File: config.mk
export PLATFORM = sky130hd
export DESIGN_NAME = mem_writeback
export DESIGN_NICKNAME = d
export VERILOG_FILES = /design/src/rtl/mem_writeback_pkg.sv /design/src/rtl/mem_writeback_reg_file.sv /design/src/rtl/mem_writeback.sv
export SDC_FILE = /design/constraint.sdc
export NUM_CORES = 2
export LEC_CHECK = 0
export BUFFER_PORTS_ARGS = -buffer_cell sky130_fd_sc_hd__clkbuf_2
export CAP_MARGIN = 5
export CORE_AREA = 3 3 348 350
export CTS_BUF_LIST = sky130_fd_sc_hd__clkbuf_8 sky130_fd_sc_hd__clkbuf_16
export DETAILED_ROUTE_END_ITERATION = 8
export DIE_AREA = 0 0 351 353
export GPL_TIMING_DRIVEN = 0
export HOLD_SLACK_MARGIN = 0.06
export PLACE_DENSITY = 0.67
export SYNTH_ARGS = -nofsm -noshare
export SYNTH_HDL_FRONTEND = slang
export SYNTH_SLANG_ARGS = --single-unit
File: constraint.sdc
create_clock -name clk -period 86.3 [get_ports clk]
set_clock_uncertainty 0.05 [all_clocks]
set_input_delay 12.945 -clock clk [delete_from_list [all_inputs] [get_ports clk]]
set_output_delay 12.945 -clock clk [all_outputs]
set_load 0.01 [all_outputs]
File: src/rtl/mem_writeback_pkg.sv
// Shared opcode/funct3 constants, instruction class and FSM state types for mem_writeback.
package mem_writeback_pkg;

  localparam logic [6:0] OPC_LOAD   = 7'b0000011;
  localparam logic [6:0] OPC_STORE  = 7'b0100011;
  localparam logic [6:0] OPC_OP     = 7'b0110011;
  localparam logic [6:0] OPC_OP_IMM = 7'b0010011;
  localparam logic [6:0] OPC_LUI    = 7'b0110111;
  localparam logic [6:0] OPC_JAL    = 7'b1101111;
  localparam logic [2:0] F3_W       = 3'b010;

  typedef enum logic [1:0] {CLS_NOP, CLS_ALU, CLS_LOAD, CLS_STORE} instr_class_e;
  typedef enum logic [1:0] {ST_IDLE, ST_MEM, ST_WB} state_e;

  // Only word loads/stores touch memory; a 32-bit opcode we do not know is a no-op.
  function automatic instr_class_e classify(input logic [31:0] ir);
    logic [6:0] opc;
    logic [2:0] f3;
    opc = ir[6:0];
    f3  = ir[14:12];
    if (ir == 32'h0)
      classify = CLS_NOP;
    else if (opc == OPC_LOAD && f3 == F3_W)
      classify = CLS_LOAD;
    else if (opc == OPC_STORE && f3 == F3_W)
      classify = CLS_STORE;
    else if (opc[1:0] == 2'b11 &&
             opc != OPC_LOAD && opc != OPC_STORE && opc != OPC_OP &&
             opc != OPC_OP_IMM && opc != OPC_LUI && opc != OPC_JAL)
      classify = CLS_NOP;
    else
      classify = CLS_ALU;
  endfunction

endpackage

File: src/rtl/mem_writeback_reg_file.sv
// Register file: two combinational read ports, one write port, x0 reads as zero.
module reg_file #(
  parameter int XLEN  = 32,
  parameter int NREGS = 32
) (
  input  logic                     clk,
  input  logic                     reset,
  input  logic                     we,
  input  logic [$clog2(NREGS)-1:0] waddr,
  input  logic [XLEN-1:0]          wdata,
  input  logic [$clog2(NREGS)-1:0] raddr1,
  input  logic [$clog2(NREGS)-1:0] raddr2,
  output logic [XLEN-1:0]          rdata1,
  output logic [XLEN-1:0]          rdata2
);

  logic [XLEN-1:0] regs [NREGS];

  always_ff @(posedge clk or posedge reset) begin
    if (reset) begin
      for (int i = 0; i < NREGS; i++) regs[i] <= '0;
    end else if (we && waddr != '0) begin
      regs[waddr] <= wdata;
    end
  end

  assign rdata1 = (raddr1 == '0) ? '0 : regs[raddr1];
  assign rdata2 = (raddr2 == '0) ? '0 : regs[raddr2];

endmodule

File: src/rtl/mem_writeback.sv
// Memory/writeback stage: word load/store handshake, then one-cycle register writeback (MEMWB_BYPASS_EN forwards wb_data to reads).
// Latency: ALU result writes back the cycle after acceptance; loads the cycle after dmem_ack.
// Backpressure: in_ready only in IDLE; MEM waits indefinitely for dmem_ack.
module mem_writeback
  import mem_writeback_pkg::*;
#(
  parameter int XLEN  = 32,
  parameter int NREGS = 32
) (
  input  logic            clk,
  input  logic            reset,
  input  logic            in_valid,
  output logic            in_ready,
  input  logic [31:0]     ir,
  input  logic [XLEN-1:0] alu_out,
  input  logic [XLEN-1:0] store_data,
  output logic            dmem_req,
  output logic            dmem_we,
  output logic [XLEN-1:0] dmem_addr,
  output logic [XLEN-1:0] dmem_wdata,
  input  logic            dmem_ack,
  input  logic [XLEN-1:0] dmem_rdata,
  input  logic [4:0]      rs1_addr,
  input  logic [4:0]      rs2_addr,
  output logic [XLEN-1:0] rs1_data,
  output logic [XLEN-1:0] rs2_data,
  output logic            wb_valid,
  output logic [4:0]      wb_rd,
  output logic [XLEN-1:0] wb_data
);

  state_e          state, next_state;
  instr_class_e    cls_in, cls_q;
  logic [4:0]      rd_q;
  logic [XLEN-1:0] addr_q, wdata_q, res_q;
  logic [XLEN-1:0] rf_rdata1, rf_rdata2;
  logic            accept;

  assign cls_in = classify(ir);
  assign accept = (state == ST_IDLE) && in_valid;

  always_ff @(posedge clk or posedge reset) begin
    if (reset) begin
      state   <= ST_IDLE;
      cls_q   <= CLS_NOP;
      rd_q    <= '0;
      addr_q  <= '0;
      wdata_q <= '0;
      res_q   <= '0;
    end else begin
      state <= next_state;
      if (accept) begin
        cls_q   <= cls_in;
        rd_q    <= ir[11:7];
        addr_q  <= alu_out;
        wdata_q <= store_data;
        res_q   <= alu_out;
      end else if (state == ST_MEM && dmem_ack && cls_q == CLS_LOAD) begin
        res_q <= dmem_rdata;
      end
    end
  end

  always_comb begin
    next_state = state;
    case (state)
      ST_IDLE: begin
        if (in_valid) begin
          case (cls_in)
            CLS_LOAD, CLS_STORE: next_state = ST_MEM;
            CLS_ALU:             next_state = ST_WB;
            default:             next_state = ST_IDLE;
          endcase
        end
      end
      ST_MEM: begin
        if (dmem_ack) next_state = (cls_q == CLS_LOAD) ? ST_WB : ST_IDLE;
      end
      default: next_state = ST_IDLE;
    endcase
  end

  // Address/data come straight from the latched registers so they stay stable for the whole request.
  assign in_ready   = (state == ST_IDLE);
  assign dmem_req   = (state == ST_MEM);
  assign dmem_we    = (state == ST_MEM) && (cls_q == CLS_STORE);
  assign dmem_addr  = addr_q;
  assign dmem_wdata = wdata_q;
  assign wb_valid   = (state == ST_WB);
  assign wb_rd      = rd_q;
  assign wb_data    = res_q;

  reg_file #(.XLEN(XLEN), .NREGS(NREGS)) u_reg_file (
    .clk    (clk),
    .reset  (reset),
    .we     (wb_valid),
    .waddr  (rd_q),
    .wdata  (res_q),
    .raddr1 (rs1_addr),
    .raddr2 (rs2_addr),
    .rdata1 (rf_rdata1),
    .rdata2 (rf_rdata2)
  );

`ifdef MEMWB_BYPASS_EN
  assign rs1_data = (wb_valid && rd_q != '0 && rs1_addr == rd_q) ? res_q : rf_rdata1;
  assign rs2_data = (wb_valid && rd_q != '0 && rs2_addr == rd_q) ? res_q : rf_rdata2;
`else
  assign rs1_data = rf_rdata1;
  assign rs2_data = rf_rdata2;
`endif

endmodule
# Word level (Yosys, flattened, before mapping)
# Cells that the tools add are included.
[totals]
ff_bits = 1129
inputBits = 142
out_inout_bits = 169
word_cells = 108
[op_classes]
magnitude_cmp = 4
eq_ne = 19
n_mux = 22
bitwise_logic = 3
n_reduce_logical = 22
[op_table]
columns = ["op", "count"]
rows = [
  ["1024-bit bitwise mux", 1],
  ["32-bit binary-select mux with 5-bit select", 2],
  ["32-bit 2-to-1 mux", 9],
  ["32-bit demux with 5-bit select", 1],
  ["32-bit logical NOT", 1],
  ["7-bit by 6-bit != test with 1-bit output (second input constant)", 3],
  ["6-bit >= comparator (second input constant)", 3],
  ["5-bit inverter with 6-bit output", 3],
  ["1-bit logical AND", 14],
  ["2-bit == test (second input constant)", 6],
  ["2-bit 2-to-1 mux", 6],
  ["5-bit logical NOT", 2],
  ["2-bit one-hot mux with 2 select lines", 2],
  ["7-bit by 2-bit == test with 1-bit output (second input constant)", 1],
  ["7-bit by 6-bit == test with 1-bit output (second input constant)", 1],
  ["7-bit by 2-bit != test with 1-bit output (second input constant)", 1],
  ["7-bit by 5-bit != test with 1-bit output (second input constant)", 1],
  ["7-bit != test (second input constant)", 1],
  ["6-bit by 1-bit < comparator with 1-bit output (second input constant)", 1],
  ["5-bit nonzero test", 1],
  ["2-bit by 1-bit == test with 1-bit output (second input constant)", 2],
  ["3-bit by 2-bit == test with 1-bit output (second input constant)", 1],
  ["2-bit logical NOT", 1],
  ["2-bit by 1-bit != test with 1-bit output (second input constant)", 1],
  ["other kinds (5)", 5],
]

# Longest topological paths before layout
[depth]
depth_word = 16
ltp_mapped = 9
depth_no_buf = 5

# Hierarchy
# A second synthesis with hierarchy kept.
[hier_totals]
hier_cells = 4187
hier_area_um2 = 58626.2
[by_module_without_submodules]
columns = ["mod", "n_inst", "cells_per_inst", "area_per_inst_um2", "seq_area_each_um2"]
rows = [
  ["reg_file", 1, 3709, 54382.2, 25624.6],
  ["mem_writeback", 1, 478, 4244.1, 2627.5],
]

# Worst setup path before layout
# OpenSTA, ideal clock, no wires.
[synth_path]
kind = "input to output"
startpoint = "in rs1_addr[2]"
endpoint = "out rs1_data[5]"
t_arrival_ns = 14.587
required_ns = 73.305
path_slack_ns = 58.718
cell_stages = 7
n_path_buf = 3
path_cell_list = "buf_6 -> buf_6 -> or3_4 -> buf_6 -> o221ai_1 -> a221oi_1 -> a2111oi_0"
[synth_between]
elab_chain_len = 5
word_cells_on_any_way = 6
cone_classes = "mux: 4; bitwise: 1; reduce/logical: 1"
[synth_lines]
columns = ["element", "line_no", "rtl"]
rows = [
  ["start, declared", "mem_writeback.sv:23", "input logic [4:0] rs1_addr,"],
  ["5-bit inverter with 6-bit output (not written as such)", "mem_writeback_reg_file.sv:27", "assign rdata1 = (raddr1 == '0) ? '0 : regs[raddr1];"],
  ["32-bit binary-select mux with 5-bit select", "mem_writeback_reg_file.sv:27", ""],
  ["32-bit 2-to-1 mux (not written as such) (2 in a row)", "mem_writeback_reg_file.sv:27", ""],
  ["32-bit 2-to-1 mux (*)", "mem_writeback_reg_file.sv:27", ""],
  ["end, declared", "mem_writeback.sv:25", "output logic [XLEN-1:0] rs1_data,"],
]
# Mark *: on every way between the ends. The rest lies on a longest branch, timed or not. The select of a mux whose other input is x is not followed.

# Worst setup path after layout
[layout_path]
startpoint = "in rs1_addr[2]"
endpoint = "out rs1_data[29]"
# Same word-level chain as after synthesis.

==> results list <==
- Largest fanout on the critical path: 10
- Across the run, the number of max-cap violations was 1.
* Leakage: approximately 31 nW
* Height of the die: ~350 um
- Cells with a size suffix above 1 make up between 40% and 50% of the layout.
- TritonCTS built the clock tree.
- The number of global-route vias before repair is 41990.
* Failing checks: capacitance limit, slew limit
* Slowest stage cell, crit path: buf_1
* Core area: roughly 0.12 sq mm
- Using the TritonRoute via totals, the vias-per-cell ratio works out to between 6 and 7.
- The final critical path takes up 34.84% of the cycle.
- Maximum achievable frequency: around 0.033 GHz
- In this run the worst hold path is classified as flip-flop to flip-flop.
* Synth Cell Area: 0.05896 sq mm
- Total global routing overflow: 0
* Most instantiated flip-flop cell in the synthesis netlist: dfrtp_1
* Warnings, synthesis: 0
- Maximum number of pins on one net before global-route repair: between 100 and 150
- Sequential area share after synthesis: 47.92%
* Worst Max-Slew Pin Slew: between 1.5 and 2 ns
- Data arrival, critical path: 17.07 ns
* Post-synth EDFFs: 0
- The die covers approximately 0.12 sq mm.
* Total global routing track utilization: 37.80%
- The die is roughly 350 um wide.
- Clock-pin slew was measured on the worst setup and hold paths at ~0.05 ns.
- Synthesis handed over a netlist of approximately 4100 instances.
- Post-layout utilization of the core: a little under three fifths
- Total iterations of the first detailed-routing run: 6
- Critical path launch point type: input port
* Slowest Stage Delay on Critical Path: 1.11 ns
- In the synthesized netlist the async set-or-reset flop fraction comes to 100.0%.
- Fill cell instance count of the final layout: about 9600
- The critical path is of the input port to primary output type.
- In this run the power density over the cells is around 29 mW/mm^2.
- Subtracting the final worst setup slack from the clock period gives ~30 ns.
- Setup repair after global routing left no endpoint under its margin.
- Count of final hold-check violations: 0
* Max-slew violation total from the final report: 2
* Final Net Count: about 4700
- Counting stages on the worst path, the most repeated cell is buf_6.
* Root Driver: clkbuf_16
- Port buffering added around 300 buffers.
* Total area of sequential cells: approximately 0.028 sq mm
- After detailed routing, the average wire length per cell comes to about 38 um.
- Post-route antenna net violation count: 0
* DR DRC count: 0
- Final instance area: between 0.06 and 0.07 sq mm
- The floorplan has 126 rows.
* Most frequent cells in the layout: 1129 x dfrtp_1, 998 x mux2_2, 410 x mux4_2, 307 x clkbuf_2, 269 x nand2_1
- Routed vias: roughly 43000
* Global-route wire length before repair: ~320 mm
* Number of flip-flops and latches in the synthesized netlist: between 1000 and 1500
- The synthesized netlist contains between 50 and 60 unique library cells.
- I/O pin count: roughly 310
- Max_slew headroom: -1.639%
* Initial Util: about half
- Required time worst endpoint: 73.31 ns
- Final setup viols: 0
- Area after detailed placement: about 0.063 sq mm
* Crit. End Element: primary output
- The critical path contains buffers and inverters numbering 6 combined.
* Kind of cell adding the most delay to the critical path: buffers and inverters
- Final routed wirelength across all metal layers: 235.1 mm
- Total negative setup slack: 0 ns
- The library cell used most frequently in the layout, excluding fill and tap cells, is dfrtp_1.
* Number of antenna violations at the first check in global routing: 10
- Number of buffers on the longest clock path: 3
- Total CTS buffers: 130
* Synthesis-to-finish area growth: 13.87%
- The first routing iteration left 6132 violations.
- The run finished, with violations left.
- After layout, the design draws a total of 1.929 mW.
- Per-instance average area after synthesis: 14.35 sq um
- Deepest level of the CTS H-tree: 4
- Insertion delay to the later sink of the worst-skew pair: 0.76 ns
- Detail Placement HPWL: between 150 and 200 mm
- Buffers inserted by post-CTS timing repair: 0
- Summing all multi-input logic gate instances after layout gives ~0.028 sq mm.
- At the end of routability-driven placement, the weighted congestion stood at approximately 1.
- Number of instances resized during post-cts repair: 0
- Peak supply drop: ~22 uV
- The number of nets handed over by synthesis was 4252.
- Buffers inserted to repair hold after CTS numbered 0.
- The signal on the critical path passes through buf_6 > buf_6 > nor2b_1 > clkbuf_1 > buf_2 > buf_1 > a211oi_1 > nor3_1 > clkbuf_2.
- Clock tree sinks: around 1100
-- per-stage QoR --
stage	setup WS (ns)	hold slack, ns	std cells
after detailed placement	56.55	0.4142	5961
after global placement	28.67	0.4089	5950
after global routing	56.36	0.4417	6200
after CTS	56.55	0.4290	6197
final	56.23	0.4255	6211
after floorplan	41.51	0.3913	4110
-- cell type report --
class                   count  area share (%)
well taps                1536           2.863
repair buffers            318           2.695
clock buffers             166           5.667
clock inverters            70          0.8815
plain buffers             453           3.500
diodes                     11         0.04100
inverters                   4         0.03355
flip-flops and latches   1129           42.08
multi-input cells        2524           42.24
-- worst min-delay path, cell delays in order (launching register included) --
cell,delay [ns]
dfrtp_1,0.34
nand2_1,0.05
nand2_1,0.05
-- power breakdown --
| group | switching, mW | leakage, nW | internal [mW] |
|---|---|---|---|
| combinational | 0.239 | 13.9 | 0.287 |
| clock | 0.235 | 2.30 | 0.335 |
| sequential | 0.135 | 14.8 | 0.698 |
-- cell families (layout without fill, tap and decap cells) --
group | after synthesis | after routing | share of synthesized area (%)
mux | 1701 | 1701 | 39.92
flops | 1129 | 1129 | 47.92
simple gates | 476 | 476 | 3.646
buf+inv | 457 | 1011 | 4.007
compound gates | 347 | 347 | 4.514
other cells | 0 | 11 | 0
-- routing by layer --
layer	GRT usage, %	part of all wire [%]
met1	51.05	38
met2	52.55	42
met3	14.17	13
met4	20.97	6.7
met5	0	0.017
-- registers in the layout, summed over array words and instances, names as in the netlist --
| register | flops |
|---|---|
| wb_rd | 5 |
| cls_q | 2 |
| state | 2 |
| dmem_addr | 32 |
| dmem_wdata | 32 |
| wb_data | 32 |
| u_reg_file.regs | 1024 |
-- synthesized netlist by cell type, drive strengths merged (4+ instances only) --
library cell | n | share of area [%]
dfrtp | 1129 | 48
mux2 | 1037 | 20
mux4 | 415 | 16
nand2 | 269 | 1.7
mux2i | 249 | 4.2
buf | 246 | 2.7
clkbuf | 207 | 1.3
a22oi | 64 | 0.81
nor2 | 53 | 0.34
nor3 | 47 | 0.41
o22ai | 43 | 0.46
nor2b | 42 | 0.45
a211oi | 40 | 0.51
a22o | 38 | 0.56
a31oi | 37 | 0.39
a21oi | 34 | 0.29
a2111oi | 33 | 0.63
o221ai | 26 | 0.39
and2 | 18 | 0.19
nor4 | 16 | 0.17
o32ai | 14 | 0.21
a221oi | 7 | 0.10
a221o | 6 | 0.10
nand3b | 5 | 0.064
nor3b | 5 | 0.064
or3 | 5 | 0.062
nand3 | 4 | 0.034
-- path summary, 6_finish.rpt --
kind                                      startpoint                          endpoint  slack (ns)  depth (start not counted)
min reg2reg                dmem_addr[26]$_DFFE_PP0P_         dmem_addr[26]$_DFFE_PP0P_        0.43                          2
max reg2reg                     state[0]$_DFFE_PP0P_  u_reg_file.regs[161]$_DFFE_PP0P_       82.90                          6
max                                      rs1_addr[2]                      rs1_data[29]       56.23                          9
max in group asynchronous                      reset  u_reg_file.regs[881]$_DFFE_PP0P_       71.18                          6
min in group asynchronous                      reset        dmem_wdata[14]$_DFFE_PP0P_       12.23                          2
min                        dmem_addr[26]$_DFFE_PP0P_         dmem_addr[26]$_DFFE_PP0P_        0.43                          2
Power figures use the tool's default switching activity.
